## config.mk

```make
export PLATFORM = sky130hd
export DESIGN_NAME = inv_round_linear
export DESIGN_NICKNAME = d
export VERILOG_FILES = /design/src/rtl/inv_round_linear.sv
export SDC_FILE = /design/constraint.sdc
export NUM_CORES = 1
export LEC_CHECK = 0
export CORE_ASPECT_RATIO = 0.7
export CORE_MARGIN = 5
export CORE_UTILIZATION = 29
export DETAILED_ROUTE_END_ITERATION = 6
export PLACE_DENSITY = 0.61
export SETUP_SLACK_MARGIN = 0.3
export SLEW_MARGIN = 20
export SYNTH_ARGS = -nofsm -noshare
export SYNTH_HDL_FRONTEND = slang
export SYNTH_SLANG_ARGS = --single-unit
```

## constraint.sdc

```tcl
create_clock -name clk -period 3.75 [get_ports clk]
set_input_delay 0.375 -clock clk [delete_from_list [all_inputs] [get_ports clk]]
set_output_delay 0.375 -clock clk [all_outputs]
set_load 0.02 [all_outputs]
```

## src/rtl/inv_round_linear.sv

```systemverilog
// AES decryption round back half: InvShiftRows + AddRoundKey on acceptance,
// then InvMixColumns one column per cycle (skipped on the final round).
module inv_round_linear (
  input  logic         clk,
  input  logic         rst,
  input  logic         in_valid,
  output logic         in_ready,
  input  logic [0:127] in_state,
  input  logic [0:127] round_key,
  input  logic         last,
  output logic         out_valid,
  input  logic         out_ready,
  output logic [0:127] out_state,
  output logic         busy
);

  localparam int unsigned NCOL  = 4;
  localparam int unsigned NROW  = 4;
  localparam int unsigned COL_W = 32;
  localparam int unsigned BYTE_W = 8;

  typedef enum logic [1:0] {
    IDLE = 2'd0,
    MIX  = 2'd1,
    DONE = 2'd2
  } state_t;

  state_t        state_q, state_nx;
  logic [1:0]    col_q, col_nx;
  logic [0:127]  st_nx;
  logic [0:127]  isr_ark;
  logic [0:31]   mix_in;
  logic [0:31]   mix_out;

  // Multiply by x in GF(2^8) modulo 0x11B
  function automatic logic [7:0] xtime(input logic [7:0] a);
    return {a[6:0], 1'b0} ^ (a[7] ? 8'h1b : 8'h00);
  endfunction

  // InvMixColumns of one column; byte r of the column sits at bits [8r:8r+7]
  function automatic logic [0:31] inv_mix_col(input logic [0:31] col);
    logic [7:0] a  [4];
    logic [7:0] m9 [4];
    logic [7:0] mb [4];
    logic [7:0] md [4];
    logic [7:0] me [4];
    logic [7:0] x2, x4, x8;
    logic [0:31] res;
    for (int r = 0; r < 4; r++) begin
      a[r]  = col[8*r +: 8];
      x2    = xtime(a[r]);
      x4    = xtime(x2);
      x8    = xtime(x4);
      m9[r] = x8 ^ a[r];
      mb[r] = x8 ^ x2 ^ a[r];
      md[r] = x8 ^ x4 ^ a[r];
      me[r] = x8 ^ x4 ^ x2;
    end
    res[0:7]   = me[0] ^ mb[1] ^ md[2] ^ m9[3];
    res[8:15]  = m9[0] ^ me[1] ^ mb[2] ^ md[3];
    res[16:23] = md[0] ^ m9[1] ^ me[2] ^ mb[3];
    res[24:31] = mb[0] ^ md[1] ^ m9[2] ^ me[3];
    return res;
  endfunction

  // InvShiftRows of the incoming state followed by AddRoundKey
  always_comb begin
    isr_ark = '0;
    for (int c = 0; c < int'(NCOL); c++) begin
      for (int r = 0; r < int'(NROW); r++) begin
        isr_ark[BYTE_W*(NROW*c + r) +: BYTE_W] =
          in_state[BYTE_W*(NROW*((c - r + 4) % 4) + r) +: BYTE_W] ^
          round_key[BYTE_W*(NROW*c + r) +: BYTE_W];
      end
    end
  end

  // Select the column addressed by the column counter and mix it
  always_comb begin
    mix_in = '0;
    for (int c = 0; c < int'(NCOL); c++) begin
      if (col_q == 2'(c)) mix_in = out_state[COL_W*c +: COL_W];
    end
    mix_out = inv_mix_col(mix_in);
  end

  // Next-state, column counter and state-register update
  always_comb begin
    state_nx = state_q;
    col_nx   = col_q;
    st_nx    = out_state;
    case (state_q)
      IDLE: begin
        if (in_valid) begin
          st_nx    = isr_ark;
          col_nx   = 2'd0;
          state_nx = last ? DONE : MIX;
        end
      end
      MIX: begin
        for (int c = 0; c < int'(NCOL); c++) begin
          if (col_q == 2'(c)) st_nx[COL_W*c +: COL_W] = mix_out;
        end
        col_nx = col_q + 2'd1;
        if (col_q == 2'd3) state_nx = DONE;
      end
      DONE: begin
        if (out_ready) state_nx = IDLE;
      end
      default: state_nx = IDLE;
    endcase
  end

  // State register plus registered handshake/status flags
  always_ff @(posedge clk) begin
    if (rst) begin
      state_q   <= IDLE;
      col_q     <= 2'd0;
      out_state <= '0;
      in_ready  <= 1'b1;
      out_valid <= 1'b0;
      busy      <= 1'b0;
    end else begin
      state_q   <= state_nx;
      col_q     <= col_nx;
      out_state <= st_nx;
      in_ready  <= (state_nx == IDLE);
      out_valid <= (state_nx == DONE);
      busy      <= (state_nx != IDLE);
    end
  end

endmodule

```

==> impl_metrics.csv, run 1 <==
group,metric,value,unit
worst_setup_path,worst-r2r-setup-slack,360,ps
finish,area_growth,55.4,%
synthesis,async_flop_share,0,%
routing,avgViaCountPerCell,5.21,
finish,drive_gt1_share,13.5,%
timing,final_hold_viol_count,0,
synthesis,syn_nets,1492,
timing,fin_worst_skew,10.8,ps
global_routing,antenna_found_initial,0,
placement,dp_hpwl,38000,microns
worst_setup_path,crit_chain,"buf_4, ha_4, buf_12, a221o_1, a22oi_1, xnor3_2, xnor3_1, xor2_2, xnor2_1, buf_4, a311oi_1",
synthesis,synthSimpleGateAreaFrac,15.5,%
pwr,total_power,11200,uW
synthesis,avgSynthCellArea,8.78,sq um
run_status,status,"completed",
die,rows,59,
clock_tree,clkSinkCount,135,
worst_setup_path,startpoint_type,"register",
finish,design_area,16700,sq um
timing,tns,0,ps
worst_setup_path,cp_common_cell,"buf_4",
worst_setup_path,cpPeakStageDelay,460,ps
die,dieArea,41200,sq um
synthesis,yosysWarnings,0,
clock_tree,path_clk_slew,60,ps
pwr,p_leak,0.00625,uW
routing,vias,11200,
synthesis,ys_seq_elements,135,
timing,worst_hold_slack,417,ps
worst_setup_path,slowest_stage,"a22oi_1",
clock_tree,cts_made_buffers,17,
synthesis,synthMuxAreaShare,1.78,%
timing,drv_slew,0,
synthesis,ys_seq_area_share,25.1,%
die,die_h,171,microns
worst_setup_path,path_class,"reg -> reg",
synthesis,synth.distinct_cells,52,
global_routing,grt_max_degree,114,
die,coreArea,36900,sq um
synthesis,synth_xor_area_share,31.2,%
clock_tree,hold_buffers,0,
job,drv_cap,0,
timing,setup-violations-final,0,
clock_tree,htree_levels,4,
global_routing,grt-ovfl-total,0,
synthesis,synth_area,10800,sq um
placement,gp_congestion,0.973,
routing,drtIter0Drc,869,
routing,routedWlPerCell,22.9,microns
min_path,holdCritPathClass,"in -> reg",
finish,fin_util,45.4,%
synthesis,yosys.area_share.adder,0.464,%
worst_setup_path,critPathTopFamily,"XOR/XNOR gates",
clock_tree,clock_latency,450,ps
synthesis,synth_top_family_by_area,"XOR/XNOR gates",
die,io_pins,392,
synthesis,synth_edf_count,0,
clock_tree,cts_buffer_depth,2,
routing,drc,0,
worst_setup_path,path_max_fanout,28,
timing,slew_headroom,26.3,%
timing,final.period_utilization,90.5,%
synthesis,syn_inst,1227,
routing,ant_nets,0,
die,start_util,29.2,%
die,die_w,240,microns
clock_tree,cts-root-buf,"clkbuf_16",
placement,place_area,15700,sq um
worst_setup_path,arrival,3750,ps
worst_setup_path,endpoint_kind,"register",
finish,n_antenna_cell,0,
placement,portBuffers,391,
synthesis,synthFlopType,"dfxtp_1",
timing,rsz0062_at_grt,"yes",
timing,worst_pin_slew,1110,ps
global_routing,grt_pass1_vias,10900,
clock_tree,cts_tree,"yes",
finish,layout.nets,1906,
routing,drt_pre_antenna_iters,6,
timing,fin_crit,3390,ps
routing,wl,49000,microns
global_routing,grt_pass1_wl,69800,microns
timing,fmax,295,MHz
worst_setup_path,cp_data_required_time,4110,ps
synthesis,synth_compound_area_share,21.8,%
worst_setup_path,worst-path-buf-inv,3,
global_routing,grt_util_all_layers,22.4,%
pwr,peakVddDrop,0.000461,V
pwr,power_density,668,nW/um^2
## layout by cell type, fill, tap and decap left out, types with 5 or more instances in the layout
| cell | n |
|---|---|
| clkdlybuf4s50_1 | 390 |
| nand2b_1 | 8 |
| clkbuf_16 | 17 |
| xor2_1 | 92 |
| buf_12 | 5 |
| buf_4 | 95 |
| a211oi_2 | 7 |
| nor2b_1 | 21 |
| a221o_1 | 5 |
| o21ai_0 | 87 |
| mux2i_1 | 16 |
| dfxtp_1 | 134 |
| nand2_1 | 99 |
| xnor3_2 | 7 |
| nand3_1 | 7 |
| nor3_1 | 10 |
| a21oi_1 | 107 |
| inv_1 | 9 |
| xnor3_1 | 38 |
| a311oi_1 | 8 |
| nand3b_1 | 87 |
| a211oi_1 | 14 |
| o211ai_1 | 17 |
| o31ai_1 | 46 |
| xnor2_1 | 141 |
| o41ai_1 | 9 |
| a31oi_1 | 11 |
| nor3b_1 | 25 |
| nor2_1 | 22 |
| a31o_2 | 8 |
| xnor2_2 | 19 |
## routing by layer
| metal | share of wire [%] | GRT usage (%) | vias up |
|---|---|---|---|
| met5 | 0 | 0 | - |
| met3 | 7.4 | 5.45 | 41 |
| li1 | - | - | 5212 |
| met1 | 45 | 31.3 | 5475 |
| met4 | 1.5 | 4.51 | 0 |
| met2 | 46 | 35.6 | 431 |
## registers in the layout, summed over array words and instances, names as in the netlist
signal	flops
out_state	128
col_q	2
state_q	2
busy	1
in_ready	1
out_valid	1
## final cells by class
cell class                 count  area [sq um]
fill                        3648         20200
multi-input combinational    984          8000
timing repair buffer         494          4760
sequential                   135          2700
tap                          488           611
clock buffer                  20           467
clock inverter                12           164
inverter                       9          33.8
## cell families (layout without fill, tap and decap cells)
family                     Yosys count  after routing
adders and majority gates            4              4
xor gates and xnor gates           304            304
buffers and inverters              108            535
muxes                               19             19
DFF                                135            135
and+or+nand+nor                    298            298
AOI/OAI and AO/OA                  359            359
## repair_timing
action / in CTS / in global routing
pin swaps: 3 / 13
buffers inserted: 6 / 8
hold endpoints to repair: 0 / 0
gates resized for setup: 9 / 41
setup endpoints to repair: 97 / 101
## per-stage QoR
step | setup WS (ps) | cells
after floorplan | 515 | 1227
after global placement | 117 | 2096
after detailed placement | 27.9 | 2096
after CTS | 287 | 2134
after global routing | 236 | 2142
final | 356 | 2142
## final timing paths
| path | cells past startpoint | start | to |
|---|---|---|---|
| min reg2reg | 2 | out_state[89]$_SDFFE_PP0P_ | out_state[89]$_SDFFE_PP0P_ |
| max | 11 | col_q[0]$_SDFFE_PP0P_ | out_state[3]$_SDFFE_PP0P_ |
| max reg2reg | 11 | col_q[0]$_SDFFE_PP0P_ | out_state[3]$_SDFFE_PP0P_ |
| min | 2 | rst | state_q[1]$_SDFF_PP0_ |
## worst reg2reg max path: stages, from the launching register on
cell	delay, ps
dfxtp_1	320
buf_4	160
ha_4	190
buf_12	160
a221o_1	350
a22oi_1	460
xnor3_2	420
xnor3_1	450
xor2_2	290
xnor2_1	120
buf_4	160
a311oi_1	240
## synthesized netlist by cell type, types with 5 or more instances
| library cell | instances | share of area [%] |
|---|---|---|
| xnor2_1 | 157 | 13 |
| dfxtp_1 | 135 | 25 |
| a21oi_1 | 111 | 5.2 |
| nand2_1 | 99 | 3.4 |
| xor2_1 | 95 | 7.7 |
| nand3b_1 | 87 | 6.1 |
| o21ai_0 | 87 | 4.0 |
| clkbuf_1 | 72 | 2.5 |
| o31ai_1 | 46 | 3.2 |
| xnor3_1 | 45 | 9.4 |
| nor3b_1 | 25 | 1.7 |
| nor2b_1 | 24 | 1.4 |
| nor2_1 | 23 | 0.80 |
| a211oi_1 | 18 | 1.3 |
| mux2i_1 | 18 | 1.7 |
| o211ai_1 | 17 | 1.2 |
| buf_2 | 15 | 0.70 |
| nor3_1 | 13 | 0.60 |
| a31oi_1 | 12 | 0.70 |
| o41ai_1 | 12 | 0.98 |
| a311oi_1 | 9 | 0.73 |
| inv_1 | 9 | 0.31 |
| nand2b_1 | 9 | 0.52 |
| a31o_2 | 8 | 0.65 |
| nand3_1 | 7 | 0.33 |
| buf_1 | 6 | 0.21 |
| a21o_1 | 5 | 0.35 |
| a221o_1 | 5 | 0.46 |
| buf_4 | 5 | 0.35 |
## report_power, final
part / internal (uW) / total (uW) / switching (uW) / leakage (uW)
sequential: 1660 / 1920 / 259 / 0.00111
clock: 1110 / 1860 / 749 / 0.000296
combinational: 3680 / 7410 / 3730 / 0.00484
total: 6450 / 11200 / 4740 / 0.00625
(Power assumes the default switching activity.)
==> run 2, diff against run 1 <==
- HOLD_SLACK_MARGIN: default -> 0.15
==> results of run 2 <==
Same layout as run 1: the final DEF is identical, and so are final timing and power.
==> run 3, diff against run 2 <==
- clock period: 3.75 -> 3.9 ns (I/O delays scaled with it)
==> impl_metrics.csv, run 3 (same netlist as run 1, synthesis figures left out) <==
group,metric,value,unit
worst_setup_path,r2r_cells,13,
clock_tree,htree_levels,4,
pwr,power_frac_clock,15.3,%
worst_setup_path,cp_data_required_time,4200,ps
timing,setup-violations-final,0,
placement,portBuffers,391,
clock_tree,hold_buffers,0,
worst_setup_path,arrival,3800,ps
finish,layout.nets,1887,
pwr,power_density,639,nW/um^2
job,drv_cap,0,
finish,largest_reg_flops,128,
pwr,switchingPower,4610,uW
min_path,holdCritPathClass,"reg -> reg",
clock_tree,cts_made_buffers,17,
clock_tree,cts-root-buf,"clkbuf_16",
routing,drtIter0Drc,759,
pwr,peakVddDrop,0.000469,V
routing,avgViaCountPerCell,5.15,
worst_setup_path,worst-r2r-setup-slack,400,ps
clock_tree,clock_latency,460,ps
timing,final.period_utilization,89.6,%
die,start_util,29.2,%
clock_tree,path_clk_slew,70,ps
routing,drc,0,
timing,drv_slew,0,
global_routing,grt_util_all_layers,22.5,%
pwr,seq_power_share,17.3,%
finish,n_antenna_cell,0,
timing,final_hold_viol_count,0,
worst_setup_path,reg2reg_from,"col_q[0]$_SDFFE_PP0P_",
clock_tree,cts_buffer_depth,2,
global_routing,grt_max_degree,156,
min_path,holdPathStages,2,
routing,ant_nets,0,
finish,design_area,16600,sq um
timing,worst_pin_slew,1080,ps
pwr,p_leak,0.00612,uW
finish,drive_gt1_share,12.2,%
die,io_pins,392,
timing,fmax,286,MHz
routing,vias,10900,
worst_setup_path,reg2reg_to,"out_state[94]$_SDFFE_PP0P_",
global_routing,grt_pass1_vias,10900,
die,dieArea,41200,sq um
timing,fin_worst_skew,13.8,ps
finish,nFillCells,3606,
global_routing,grt_pass1_wl,70000,microns
clock_tree,cts_tree,"yes",
die,rows,59,
worst_setup_path,startpoint_type,"register",
finish,largestRegisters,"out_state (128), col_q (2), state_q (2)",
die,die_w,240,microns
worst_setup_path,path_class,"reg -> reg",
worst_setup_path,endpoint_kind,"register",
timing,slew_headroom,28.2,%
routing,wl,48400,microns
routing,routedWlPerCell,22.8,microns
finish,final_cell_mix,"clkdlybuf4s50_1 (390), xnor2_1 (144), dfxtp_1 (134)",
global_routing,antenna_found_initial,0,
routing,drt_pre_antenna_iters,5,
finish,layout_commonest_cell,"clkdlybuf4s50_1",
global_routing,grt-ovfl-total,0,
timing,fin_crit,3500,ps
clock_tree,clkSinkCount,135,
pwr,p_int,5980,uW
die,coreArea,36900,sq um
pwr,p_sw_share,43.5,%
min_path,hold_end,"out_state[57]$_SDFFE_PP0P_",
finish,regMostFlops,"out_state",
worst_setup_path,path_max_fanout,32,
timing,rsz0062_at_grt,"yes",
die,die_h,171,microns
placement,dp_hpwl,37300,microns
finish,area_growth,53.7,%
placement,place_area,15600,sq um
run_status,status,"completed",
min_path,min_from,"out_state[57]$_SDFFE_PP0P_",
pwr,pwr-share-comb,67.3,%
timing,tns,0,ps
placement,gp_congestion,0.915,
-- run 3: cell count changes in the layout (fill, tap and decap cells not counted), moves of 3 or more --
cell / change
xnor2_1: +3
xnor2_4: +3
nor2_1: -4
buf_4: -20
xnor2_2: -6
nor2_2: +4
clkinv_4: +3
-- run 3: worst max-delay path, cell delays in order, from the launching register on --
cell and delay [ps]:
dfxtp_1 330, buf_4 140, ha_2 220, buf_12 180
nor2b_1 80, buf_4 150, a221o_1 320, a22oi_4 160
buf_4 230, xnor3_1 350, xnor3_1 420, xor2_1 180
nor2_1 430, o31ai_1 140
-- run 3: routing by layer --
metal / global-route usage, % / wire, microns / part of all wire [%]
met5: 0 / 0 / 0
met4: 5.84 / 1050 / 2.2
met3: 7.04 / 3680 / 7.6
met2: 35.2 / 22200 / 46
met1: 30.5 / 21500 / 44
-- run 3: how the worst max path moves through the flow --
stage                          start                    endpoint
6_report       col_q[0]$_SDFFE_PP0P_  out_state[94]$_SDFFE_PP0P_
5_1_grt        col_q[0]$_SDFFE_PP0P_  out_state[34]$_SDFFE_PP0P_
4_1_cts        col_q[1]$_SDFFE_PP0P_  out_state[42]$_SDFFE_PP0P_
3_5_place_dp   col_q[1]$_SDFFE_PP0P_  out_state[10]$_SDFFE_PP0P_
3_3_place_gp   col_q[1]$_SDFFE_PP0P_  out_state[42]$_SDFFE_PP0P_
2_1_floorplan  col_q[0]$_SDFFE_PP0P_  out_state[20]$_SDFFE_PP0P_
-- run 3: through the flow --
stage	setup slack [ps]	utilization [%]	power, uW	hold WS (ps)	instances
floorplan	665	-	5760	487	1227
global placement	39.8	42.3	8300	462	2078
detailed placement	32.0	42.3	8320	458	2078
CTS	236	44.1	10100	465	2115
global route	284	44.9	11000	502	2123
finish	404	44.9	10600	468	2123
-- run 3: timing repair --
action	in CTS	in global routing
endpoints found under the setup margin	49	106
pin swaps	2	11
endpoints found under the hold margin	0	0
resized for setup	7	43
buffers inserted	5	8
-- run 3: power by group through the flow --
| stage | logic (uW) | registers [uW] | clock network (uW) |
|---|---|---|---|
| floorplan | 3740 | 2020 | 0 |
| global placement | 6440 | 1860 | 0 |
| detailed placement | 6460 | 1860 | 0 |
| CTS | 6650 | 1830 | 1640 |
| global route | 7480 | 1860 | 1710 |
| finish | 7130 | 1840 | 1620 |
-- run 3: layout make-up --
| cell class | count | area (sq um) | share of cell area [%] |
|---|---|---|---|
| clock inverters | 12 | 119 | 0.717 |
| flip-flops and latches | 135 | 2710 | 16.3 |
| clock buffers | 20 | 457 | 2.76 |
| repair buffers | 475 | 4640 | 28.0 |
| inverters | 9 | 33.8 | 0.204 |
| multi-input cells | 984 | 8000 | 48.3 |
| well taps | 488 | 611 | 3.68 |
